==> src/rtl/load_store_queue_pkg.sv <==
// Shared constants and helpers for the load/store queue: memory op codes,
// their major opcode class, access-length decode and load-result extension.
package load_store_queue_pkg;

  // Major opcode classes of the memory instructions.
  localparam logic [6:0] OPCODE_L = 7'b0000011;
  localparam logic [6:0] OPCODE_S = 7'b0100011;

  // Decoded memory op ids as delivered by the issue stage.
  localparam logic [5:0] OP_LB  = 6'd11;
  localparam logic [5:0] OP_LH  = 6'd12;
  localparam logic [5:0] OP_LW  = 6'd13;
  localparam logic [5:0] OP_LBU = 6'd14;
  localparam logic [5:0] OP_LHU = 6'd15;
  localparam logic [5:0] OP_SB  = 6'd16;
  localparam logic [5:0] OP_SH  = 6'd17;
  localparam logic [5:0] OP_SW  = 6'd18;

  typedef enum logic {
    ST_IDLE = 1'b0,
    ST_WAIT = 1'b1
  } lsq_state_e;

  // Major opcode class of a memory op id.
  function automatic logic [6:0] op_opcode(input logic [5:0] op_id);
    case (op_id)
      OP_SB, OP_SH, OP_SW: return OPCODE_S;
      default:             return OPCODE_L;
    endcase
  endfunction

  function automatic logic is_store(input logic [5:0] op_id);
    return op_opcode(op_id) == OPCODE_S;
  endfunction

  // Access length in bytes.
  function automatic logic [2:0] op_len(input logic [5:0] op_id);
    case (op_id)
      OP_LB, OP_LBU, OP_SB: return 3'd1;
      OP_LH, OP_LHU, OP_SH: return 3'd2;
      default:              return 3'd4;
    endcase
  endfunction

  // Sign/zero extension of raw memory data; stores report 0.
  function automatic logic [31:0] load_extend(input logic [5:0] op_id,
                                              input logic [31:0] raw);
    case (op_id)
      OP_LB:   return {{24{raw[7]}}, raw[7:0]};
      OP_LBU:  return {24'h0, raw[7:0]};
      OP_LH:   return {{16{raw[15]}}, raw[15:0]};
      OP_LHU:  return {16'h0, raw[15:0]};
      OP_LW:   return raw;
      default: return 32'h0;
    endcase
  endfunction

endpackage

==> src/rtl/load_store_queue_wakeup_cmp.sv <==
// lsq_wakeup_cmp: one operand's tag compare against the RS and LSQ result
// broadcasts. A matching non-zero tag takes the broadcast value and clears.
module lsq_wakeup_cmp
  import load_store_queue_pkg::*;
#(
  parameter int ROB_WIDTH = 4
) (
  input  logic [ROB_WIDTH-1:0] dep_i,
  input  logic [31:0]          val_i,
  input  logic                 rs_ready_i,
  input  logic [ROB_WIDTH-1:0] rs_index_i,
  input  logic [31:0]          rs_val_i,
  input  logic                 lsq_ready_i,
  input  logic [ROB_WIDTH-1:0] lsq_index_i,
  input  logic [31:0]          lsq_val_i,
  output logic [ROB_WIDTH-1:0] dep_o,
  output logic [31:0]          val_o
);

  // Select the captured value when a broadcast resolves the pending tag.
  always_comb begin
    // NOTE: outputs get a default before any branch so no latch is inferred.
    dep_o = dep_i;
    val_o = val_i;
    if (dep_i != '0) begin
      if (rs_ready_i && rs_index_i == dep_i) begin
        dep_o = '0;
        val_o = rs_val_i;
      end else if (lsq_ready_i && lsq_index_i == dep_i) begin
        dep_o = '0;
        val_o = lsq_val_i;
      end
    end
  end

endmodule

==> src/rtl/load_store_queue.sv <==
// load_store_queue: in-order queue of memory ops between issue and the memory
// controller. One access in flight at a time; stores wait for the ROB head.
// Build option LSQ_IO_ORDER_EN: loads at or above IO_BASE also wait for the
// ROB head so IO reads are never speculative.
module load_store_queue
  import load_store_queue_pkg::*;
#(
  parameter int          ROB_WIDTH = 4,
  parameter int          LSQ_WIDTH = 4,
  parameter logic [31:0] IO_BASE   = 32'h30000
) (
  input  logic                 clk_in,
  input  logic                 rst_in,
  input  logic                 rdy_in,
  input  logic                 clr_in,
  output logic                 lsq_full,
  input  logic                 issue_lsq_ready,
  input  logic [ROB_WIDTH-1:0] issue_rob_index,
  input  logic [31:0]          issue_val1,
  input  logic [31:0]          issue_val2,
  input  logic [ROB_WIDTH-1:0] issue_depend1,
  input  logic [ROB_WIDTH-1:0] issue_depend2,
  input  logic [5:0]           issue_op_id,
  input  logic [31:0]          issue_offset,
  input  logic                 rs_ready,
  input  logic [ROB_WIDTH-1:0] rs_rob_index,
  input  logic [31:0]          rs_val,
  input  logic [ROB_WIDTH-1:0] rob_head_index,
  output logic                 lsq_ready,
  output logic [ROB_WIDTH-1:0] lsq_rob_index,
  output logic [31:0]          lsq_val,
  output logic                 lsq_to_mc_ready,
  output logic                 lsq_to_mc_op,
  output logic [2:0]           lsq_to_mc_len,
  output logic [31:0]          lsq_to_mc_addr,
  output logic [31:0]          lsq_to_mc_data,
  input  logic                 mc_to_lsq_ready,
  input  logic [31:0]          mc_to_lsq_data
);

  localparam int DEPTH = 1 << LSQ_WIDTH;
  localparam logic [LSQ_WIDTH:0] DEPTH_CNT = (LSQ_WIDTH + 1)'(DEPTH);

`ifdef LSQ_IO_ORDER_EN
  localparam bit IO_ORDER = 1'b1;
`else
  localparam bit IO_ORDER = 1'b0;
`endif

  typedef struct packed {
    logic [ROB_WIDTH-1:0] rob_index;
    logic [5:0]           op_id;
    logic [ROB_WIDTH-1:0] dep1;
    logic [ROB_WIDTH-1:0] dep2;
    logic [31:0]          val1;
    logic [31:0]          val2;
    logic [31:0]          offset;
  } entry_t;

  entry_t               mem_q [DEPTH];
  entry_t               mem_d [DEPTH];
  logic [ROB_WIDTH-1:0] wk_dep1 [DEPTH];
  logic [ROB_WIDTH-1:0] wk_dep2 [DEPTH];
  logic [31:0]          wk_val1 [DEPTH];
  logic [31:0]          wk_val2 [DEPTH];

  lsq_state_e           state_q, state_d;
  logic [LSQ_WIDTH-1:0] head_q, head_d, tail_q, tail_d;
  logic [LSQ_WIDTH:0]   count_q, count_d;
  logic                 kill_q, kill_d;
  logic [ROB_WIDTH-1:0] cur_rob_q, cur_rob_d;
  logic [5:0]           cur_op_q, cur_op_d;
  logic                 mc_ready_q, mc_ready_d, mc_op_q, mc_op_d;
  logic [2:0]           mc_len_q, mc_len_d;
  logic [31:0]          mc_addr_q, mc_addr_d, mc_data_q, mc_data_d;
  logic                 lsq_ready_q, lsq_ready_d;
  logic [ROB_WIDTH-1:0] lsq_rob_q, lsq_rob_d;
  logic [31:0]          lsq_val_q, lsq_val_d;

  logic                 full, enq, deq, can_dispatch;
  entry_t               head_e, enq_e;
  logic [31:0]          head_addr;
  logic                 head_store, head_at_rob, head_ops_rdy, head_is_io, load_ok;

  // Wake-up compare for every stored entry and for the op being enqueued.
  for (genvar g = 0; g < DEPTH; g++) begin : g_wake
    lsq_wakeup_cmp #(.ROB_WIDTH(ROB_WIDTH)) u_cmp1 (
      .dep_i(mem_q[g].dep1), .val_i(mem_q[g].val1),
      .rs_ready_i(rs_ready), .rs_index_i(rs_rob_index), .rs_val_i(rs_val),
      .lsq_ready_i(lsq_ready_q), .lsq_index_i(lsq_rob_q), .lsq_val_i(lsq_val_q),
      .dep_o(wk_dep1[g]), .val_o(wk_val1[g])
    );
    lsq_wakeup_cmp #(.ROB_WIDTH(ROB_WIDTH)) u_cmp2 (
      .dep_i(mem_q[g].dep2), .val_i(mem_q[g].val2),
      .rs_ready_i(rs_ready), .rs_index_i(rs_rob_index), .rs_val_i(rs_val),
      .lsq_ready_i(lsq_ready_q), .lsq_index_i(lsq_rob_q), .lsq_val_i(lsq_val_q),
      .dep_o(wk_dep2[g]), .val_o(wk_val2[g])
    );
  end

  lsq_wakeup_cmp #(.ROB_WIDTH(ROB_WIDTH)) u_enq_cmp1 (
    .dep_i(issue_depend1), .val_i(issue_val1),
    .rs_ready_i(rs_ready), .rs_index_i(rs_rob_index), .rs_val_i(rs_val),
    .lsq_ready_i(lsq_ready_q), .lsq_index_i(lsq_rob_q), .lsq_val_i(lsq_val_q),
    .dep_o(enq_e.dep1), .val_o(enq_e.val1)
  );
  lsq_wakeup_cmp #(.ROB_WIDTH(ROB_WIDTH)) u_enq_cmp2 (
    .dep_i(issue_depend2), .val_i(issue_val2),
    .rs_ready_i(rs_ready), .rs_index_i(rs_rob_index), .rs_val_i(rs_val),
    .lsq_ready_i(lsq_ready_q), .lsq_index_i(lsq_rob_q), .lsq_val_i(lsq_val_q),
    .dep_o(enq_e.dep2), .val_o(enq_e.val2)
  );

  assign enq_e.rob_index = issue_rob_index;
  assign enq_e.op_id     = issue_op_id;
  assign enq_e.offset    = issue_offset;

  // Head-of-queue dispatch qualification.
  assign full         = (count_q == DEPTH_CNT);
  assign enq          = issue_lsq_ready && !clr_in && !full;
  assign head_e       = mem_q[head_q];
  assign head_addr    = head_e.val1 + head_e.offset;
  assign head_store   = is_store(head_e.op_id);
  assign head_at_rob  = (head_e.rob_index == rob_head_index);
  assign head_ops_rdy = (head_e.dep1 == '0) && (head_e.dep2 == '0);
  assign head_is_io   = (head_addr >= IO_BASE);
  assign load_ok      = !IO_ORDER || !head_is_io || head_at_rob;
  assign can_dispatch = (state_q == ST_IDLE) && (count_q != '0) && !clr_in &&
                        head_ops_rdy && (head_store ? head_at_rob : load_ok);

  // Next contents of the entry array: wake-up results plus the new op.
  always_comb begin
    for (int i = 0; i < DEPTH; i++) begin
      mem_d[i]      = mem_q[i];
      mem_d[i].dep1 = wk_dep1[i];
      mem_d[i].dep2 = wk_dep2[i];
      mem_d[i].val1 = wk_val1[i];
      mem_d[i].val2 = wk_val2[i];
      if (enq && tail_q == LSQ_WIDTH'(i)) mem_d[i] = enq_e;
    end
  end

  // FSM next state, memory request and result broadcast.
  always_comb begin
    state_d     = state_q;
    kill_d      = kill_q;
    cur_rob_d   = cur_rob_q;
    cur_op_d    = cur_op_q;
    mc_ready_d  = mc_ready_q;
    mc_op_d     = mc_op_q;
    mc_len_d    = mc_len_q;
    mc_addr_d   = mc_addr_q;
    mc_data_d   = mc_data_q;
    lsq_ready_d = 1'b0;
    lsq_rob_d   = lsq_rob_q;
    lsq_val_d   = lsq_val_q;
    deq         = 1'b0;
    case (state_q)
      ST_IDLE: begin
        if (can_dispatch) begin
          deq        = 1'b1;
          state_d    = ST_WAIT;
          mc_ready_d = 1'b1;
          mc_op_d    = head_store;
          mc_len_d   = op_len(head_e.op_id);
          mc_addr_d  = head_addr;
          mc_data_d  = head_e.val2;
          cur_rob_d  = head_e.rob_index;
          cur_op_d   = head_e.op_id;
        end
      end
      ST_WAIT: begin
        if (mc_to_lsq_ready) begin
          state_d     = ST_IDLE;
          mc_ready_d  = 1'b0;
          kill_d      = 1'b0;
          lsq_ready_d = !kill_q && !clr_in;
          lsq_rob_d   = cur_rob_q;
          lsq_val_d   = load_extend(cur_op_q, mc_to_lsq_data);
        end else if (clr_in) begin
          kill_d = 1'b1;
        end
      end
      default: state_d = ST_IDLE;
    endcase
  end

  // Queue pointers and occupancy.
  always_comb begin
    tail_d  = tail_q + LSQ_WIDTH'(enq);
    head_d  = head_q + LSQ_WIDTH'(deq);
    count_d = count_q;
    if (clr_in) begin
      head_d  = tail_q;
      count_d = '0;
    end else begin
      case ({enq, deq})
        2'b10:   count_d = count_q + 1'b1;
        2'b01:   count_d = count_q - 1'b1;
        default: count_d = count_q;
      endcase
    end
  end

  // Entry storage.
  always_ff @(posedge clk_in) begin
    // NOTE: the entry array has no reset; an entry is only meaningful between
    // head and tail, and both pointers are reset.
    if (rdy_in) mem_q <= mem_d;
  end

  // Control and output registers.
  always_ff @(posedge clk_in) begin
    // NOTE: state uses non-blocking assignments so every register samples
    // the values from before this edge.
    if (rst_in) begin
      state_q     <= ST_IDLE;
      head_q      <= '0;
      tail_q      <= '0;
      count_q     <= '0;
      kill_q      <= 1'b0;
      cur_rob_q   <= '0;
      cur_op_q    <= '0;
      mc_ready_q  <= 1'b0;
      mc_op_q     <= 1'b0;
      mc_len_q    <= '0;
      mc_addr_q   <= '0;
      mc_data_q   <= '0;
      lsq_ready_q <= 1'b0;
      lsq_rob_q   <= '0;
      lsq_val_q   <= '0;
    end else if (rdy_in) begin
      state_q     <= state_d;
      head_q      <= head_d;
      tail_q      <= tail_d;
      count_q     <= count_d;
      kill_q      <= kill_d;
      cur_rob_q   <= cur_rob_d;
      cur_op_q    <= cur_op_d;
      mc_ready_q  <= mc_ready_d;
      mc_op_q     <= mc_op_d;
      mc_len_q    <= mc_len_d;
      mc_addr_q   <= mc_addr_d;
      mc_data_q   <= mc_data_d;
      lsq_ready_q <= lsq_ready_d;
      lsq_rob_q   <= lsq_rob_d;
      lsq_val_q   <= lsq_val_d;
    end
  end

  assign lsq_full        = full;
  assign lsq_ready       = lsq_ready_q;
  assign lsq_rob_index   = lsq_rob_q;
  assign lsq_val         = lsq_val_q;
  assign lsq_to_mc_ready = mc_ready_q;
  assign lsq_to_mc_op    = mc_op_q;
  assign lsq_to_mc_len   = mc_len_q;
  assign lsq_to_mc_addr  = mc_addr_q;
  assign lsq_to_mc_data  = mc_data_q;

endmodule
==> config.mk <==
export PLATFORM = sky130hd
export DESIGN_NAME = load_store_queue
export DESIGN_NICKNAME = d
export VERILOG_FILES = /design/src/rtl/load_store_queue_pkg.sv /design/src/rtl/load_store_queue_wakeup_cmp.sv /design/src/rtl/load_store_queue.sv
export SDC_FILE = /design/constraint.sdc
export NUM_CORES = 2
export LEC_CHECK = 0
export BUFFER_PORTS_ARGS = -buffer_cell sky130_fd_sc_hd__buf_2
export CORE_MARGIN = 2
export CORE_UTILIZATION = 68
export CTS_CLUSTER_SIZE = 12
export DETAILED_ROUTE_END_ITERATION = 6
export PLACE_DENSITY_LB_ADDON = 0.05
export SETUP_SLACK_MARGIN = 0.1
export SYNTH_ARGS = -nofsm -noshare
export SYNTH_HDL_FRONTEND = slang
export SYNTH_SLANG_ARGS = --single-unit
==> constraint.sdc <==
create_clock -name clk_in -period 12.3 [get_ports clk_in]
set_clock_uncertainty 0.2 [all_clocks]
set_input_delay 3.69 -clock clk_in [delete_from_list [all_inputs] [get_ports clk_in]]
set_output_delay 3.69 -clock clk_in [all_outputs]
set_load 0.005 [all_outputs]
Word-level counts from Yosys, hierarchy flattened
Index checks and enable logic that the tools add are counted.
{"block": "totals", "register_bits": 1955, "inputBits": 193, "output_inout_bits": 107}
{"block": "classes", "add_sub_neg": 5, "n_lt_le_gt_ge": 1, "n_eq_ne": 102, "muxes": 241, "bitwise_logic": 2, "n_reduce_logical": 255}
{"op": "$mux 32", "count": 102}
{"op": "$mux 104", "count": 16}
{"op": "$bmux 114 s4", "count": 1}
{"op": "$mux 4", "count": 103}
{"op": "$eq 4x4->1", "count": 69}
{"op": "$mux 114", "count": 2}
{"op": "$pmux 32 s5", "count": 1}
{"op": "$reduce_bool 4->1", "count": 34}
{"op": "$reduce_and 3->1", "count": 36}
{"op": "$reduce_bool 3->1", "count": 33}
{"op": "$logic_and 1x1->1", "count": 92}
{"op": "$reduce_bool 2->1", "count": 33}
{"op": "$eq 6x4->1 const B", "count": 9}
{"op": "$reduce_and 2->1", "count": 17}
{"op": "$add 32x32->32", "count": 1}
{"op": "$eq 4x4->1 const B", "count": 8}
{"op": "$eq 6x5->1 const B", "count": 3}
{"op": "$eq 4x3->1 const B", "count": 4}
{"op": "$logic_not 4->1", "count": 3}
{"op": "$mux 1", "count": 10}
{"op": "$pmux 5 s2", "count": 1}
{"op": "$reduce_or 3->1", "count": 3}
{"op": "$add 4x1->4", "count": 2}
{"op": "$eq 4x2->1 const B", "count": 2}
{"op": "17 further kinds", "count": 21}

Logic depth before layout (Yosys ltp)
{"block": "logic_depth", "depth_word": 15, "mapped_depth": 24, "mapped_depth_nobuf": 15}

Modules after synthesis
Synthesis repeated with hierarchy kept, for this count alone.
{"block": "unflattened", "cells_unflattened": 8284, "area_unflattened_um2": 118298.5}
{"mod": "load_store_queue", "instances": 1, "cells_per_inst": 4816, "area_per_inst_um2": 88392.3}
{"mod": "lsq_wakeup_cmp", "instances": 34, "cells_per_inst": 102, "area_per_inst_um2": 879.6}

Worst setup path before layout
OpenSTA, ideal clock, no wires.
{"block": "synth_path", "path_type": "in2reg", "from": "in rs_rob_index[2]", "to": "reg mem_q[1432] (netlist name), enable pin", "t_arrival_ns": 7.787, "required_time_ns": 11.659, "setup_slack_ns": 3.872, "stages": 7, "n_path_buf": 3, "path_cell_list": "clkbuf_1 clkbuf_1 xor2_1 nor4_1 clkbuf_1 o21ai_0 a21oi_1"}
{"block": "synth_between", "elab_chain_cells": 4}
{"element": "start, declared", "line": "load_store_queue.sv:26", "source": "input logic [ROB_WIDTH-1:0] rs_rob_index,"}
{"element": "$eq 4x4->1", "line": "load_store_queue_wakeup_cmp.sv:26", "source": "if (rs_ready_i && rs_index_i == dep_i) begin"}
{"element": "$logic_and 1x1->1", "line": "load_store_queue_wakeup_cmp.sv:26"}
{"element": "$reduce_bool 3->1 (no line)"}
{"element": "$reduce_and 3->1 (no line)"}
{"element": "end signal, assigned", "line": "load_store_queue.sv:209", "source": "if (rdy_in) mem_q <= mem_d;"}
{"element": "end, declared", "line": "load_store_queue.sv:60", "source": "entry_t mem_q [DEPTH];"}
Every way passes these cells.
A chain may end at the register's enable or synchronous reset.

==> impl_metrics.py <==
metrics = {
    "worst_setup_path": {
        "reg2regPathDepth": 15,
        "cp_slowest_cell": "a21oi_1",
        "critPathTopFamily": "compound AO/OA/AOI/OAI gates",
        "cp.required_ns": 12.76,
        "crit_chain": "buf_2, buf_4, xor2_1, nor3_1, nand3_2, buf_4, inv_1, o21a_2, nor2_1, a21oi_1, nor2_1, a21oi_1",
        "critPathArrivalTime_ns": 7.86,
        "end_kind": "flip-flop",
        "cpPeakStageDelay_ns": 1.13,
        "criticalPathCategory": "in -> reg",
        "r2r-end": "lsq_to_mc_addr[31]",
        "reg2reg_from": "head_q[1]",
        "cp-start-kind": "input pin",
        "cp_num_buf_inv": 4,
        "cp_max_fo": 34,
        "r2r_slack_ns": 5.06,
    },
    "yosys": {
        "synth_top_area_share_pct": 53.9,
        "post_synth_num_cell_types": 76,
        "synth_area_leaders": "edfxtp_1, mux4_2, mux2i_1",
        "synth_flop_cell": "edfxtp_1",
        "syn_inst": 8060,
        "ys_warn_count": 0,
        "synth-seq-cells": 1955,
        "netlist_area_um2": 102000,
        "synth_seq_area_share_pct": 56.5,
        "yosys.area.top_type": "edfxtp_1",
        "synth_edf_count": 1824,
        "synth.avg_cell_area_um2": 12.6,
        "synth-async-reset-ratio_pct": 0,
        "syn_nets": 8293,
    },
    "drt": {
        "viasPerCell": 7.26,
        "firstDrtPassIters": 7,
        "wl_per_cell_um": 33.8,
        "vias": 72700,
        "drt-initial-drc-count": 11400,
        "ant_nets": 0,
        "drc": 0,
        "wirelength_um": 338000,
    },
    "job": {
        "maxCapViolCount": 0,
    },
    "timing": {
        "rsz0062_at_grt": "no",
        "fin_tns_setup_ns": 0,
        "tightest_slew_ns": 1.45,
        "setup_viol": 0,
        "slew_headroom_pct": 3.60,
        "worst_hold_slack_ns": 0.250,
        "timing.final.max_slew_violations": 0,
        "min_period_ns": 7.40,
        "final-hold-violation-count": 0,
        "max_freq_mhz": 135,
        "period_share_pct": 60.1,
    },
    "floorplanning": {
        "num_rows": 141,
        "start_util_pct": 68.7,
        "core_area_um2": 148000,
        "die_w_um": 391,
        "ios": 300,
        "dieArea_um2": 153000,
        "die_h_um": 391,
    },
    "clock_tree": {
        "ctsHtreeMaxLevel": 4,
        "post_cts_resized": 0,
        "ctsHoldBuffers": 0,
        "clockBufferDepth": 3,
        "post-cts-setup-buffers": 0,
        "cts_tree": "done",
        "cts_root_buffer": "clkbuf_16",
        "cts_buffers": 201,
        "cts.reportedPaths.clkPinSlew_ns": 0.06,
        "cts_sinks": 1955,
        "insertion_delay_ns": 0.87,
    },
    "power": {
        "combPwrFrac_pct": 7.2,
        "power_leakage_nw": 37.2,
        "p_seq_share_pct": 51.0,
        "internal-power_mw": 10.9,
        "switching_share_pct": 23.4,
        "power.density_nw_per_um2": 128,
        "total_power_mw": 14.2,
        "clockPowerShare_pct": 41.8,
        "netSwitchingPower_mw": 3.33,
        "ir_drop_mv": 0.132,
    },
    "grt": {
        "grt-ovfl-total": 0,
        "grt_max_degree": 132,
        "grt_pass1_wl_um": 484000,
        "antenna_found_initial": 37,
        "first_global_vias": 71000,
        "grt_usage_pct": 44.3,
    },
    "layout": {
        "drive_gt1_share_pct": 17.9,
        "nNetsFinal": 8113,
        "fin_util_pct": 75.0,
        "area_delta_synth_final_pct": 9.20,
    },
    "placed_design": {
        "routabilityCongestion": 0.866,
        "hpwl_um": 180000,
        "port-buffer-count": 299,
    },
    "worst_hold_path": {
        "hp-start": "lsq_to_mc_data[27]",
        "min_path_cells": 2,
        "hold_end": "lsq_to_mc_data[27]",
        "hold_class": "reg -> reg",
    },
    "outcome": {
        "outcome": "complete, no violations",
    },
}
## placed cells by master (no fill, tap or decap), types with 25 or more instances in the layout
cell type / Yosys / routed
nor3_1: 25 / 25
a21oi_4: 0 / 32
nor4_2: 1 / 32
nor4_1: 62 / 30
nand2_1: 252 / 237
clkbuf_16: 0 / 202
clkbuf_1: 711 / 88
a21oi_1: 1270 / 1236
nor2_1: 1274 / 1256
dfxtp_1: 131 / 123
buf_4: 5 / 218
a21o_1: 32 / 32
edfxtp_1: 1824 / 1824
clkinv_1: 2 / 29
mux2i_1: 1058 / 1058
buf_2: 93 / 298
xnor2_1: 100 / 100
diode_2: 0 / 26
ha_1: 38 / 38
o22ai_1: 69 / 69
o21ai_0: 66 / 66
inv_1: 32 / 31
mux4_2: 512 / 512
xor2_1: 196 / 196
## power groups by stage
stage | logic [mW] | clock network [mW] | registers, mW
final | 1.02 | 5.96 | 7.27
after global routing | 1.06 | 6.20 | 7.27
after CTS | 0.992 | 5.96 | 7.27
after detailed placement | 0.984 | 0 | 7.41
after global placement | 0.962 | 0 | 7.41
after floorplan | 0.669 | 0 | 7.40
## logic make-up after synthesis
| family | synth area share, % |
|---|---|
| DFF | 56.5 |
| adders and majority gates | 0.507 |
| and+or+nand+nor | 6.80 |
| muxes | 21.8 |
| AOI/OAI and AO/OA | 8.18 |
| xor gates and xnor gates | 2.55 |
| buffers and inverters | 3.67 |
## synthesized netlist by cell type, types with 69 or more instances
master    count
xor2_1      196
o22ai_1      69
buf_2        93
nand2_1     252
xnor2_1     100
a21oi_1    1270
buf_1        87
dfxtp_1     131
mux2i_1    1058
clkbuf_1    711
nor2_1     1274
mux4_2      512
edfxtp_1   1824
## per-layer routing
metal | wire length [um] | up-vias | track usage [%]
li1 | - | 29800 | -
met1 | 110000 | 35200 | 56.3
met2 | 154000 | 6195 | 68.2
met3 | 51900 | 1468 | 13.2
met4 | 23000 | 34 | 25.5
met5 | 221 | - | 0
## metrics by stage
step,worst slack (ns),cell area [um2],cells
after floorplan,3.87,102000,8060
after global placement,4.33,105000,9607
after detailed placement,4.28,105000,9607
after CTS,5.11,111000,9983
after global routing,4.78,111000,9995
final,4.90,111000,10000
## final cells by class
cell class,instances,area [um2]
clock buffer,311,5670
antenna,26,65.1
tap,1930,2410
clock inverter,65,642
multi-input combinational,5167,41400
fill,9377,37000
timing repair buffer,521,3230
inverter,34,130
sequential,1955,57400
## registers in the layout, indices dropped and copies added, names as in the netlist
register / cells
mem_q: 1824
lsq_to_mc_addr: 32
lsq_to_mc_data: 32
lsq_val: 32
cur_op_q: 6
count_q: 5
cur_rob_q: 4
head_q: 4
lsq_rob_index: 4
tail_q: 4
lsq_to_mc_len: 3
kill_q: 1
lsq_ready: 1
lsq_to_mc_op: 1
lsq_to_mc_ready: 1
state_q: 1
## worst max-delay path by stage
stage / from / end / cells past startpoint / slack, ns
3_3_place_gp: rs_rob_index[1] / mem_q[864] / 11 / 4.33
4_1_cts: rs_rob_index[1] / mem_q[653] / 12 / 5.11
6_report: rs_rob_index[1] / mem_q[1319] / 12 / 4.90
5_1_grt: rs_rob_index[1] / mem_q[1672] / 12 / 4.78
3_5_place_dp: rs_rob_index[0] / mem_q[268] / 13 / 4.28
2_1_floorplan: rs_rob_index[2] / mem_q[1432] / 7 / 3.87
## worst min-delay path, stage by stage (launching register included)
cell and delay, ns:
dfxtp_1 0.31, nand2_1 0.05, a21oi_1 0.05
No activity file was read; power rests on OpenSTA's default activity.
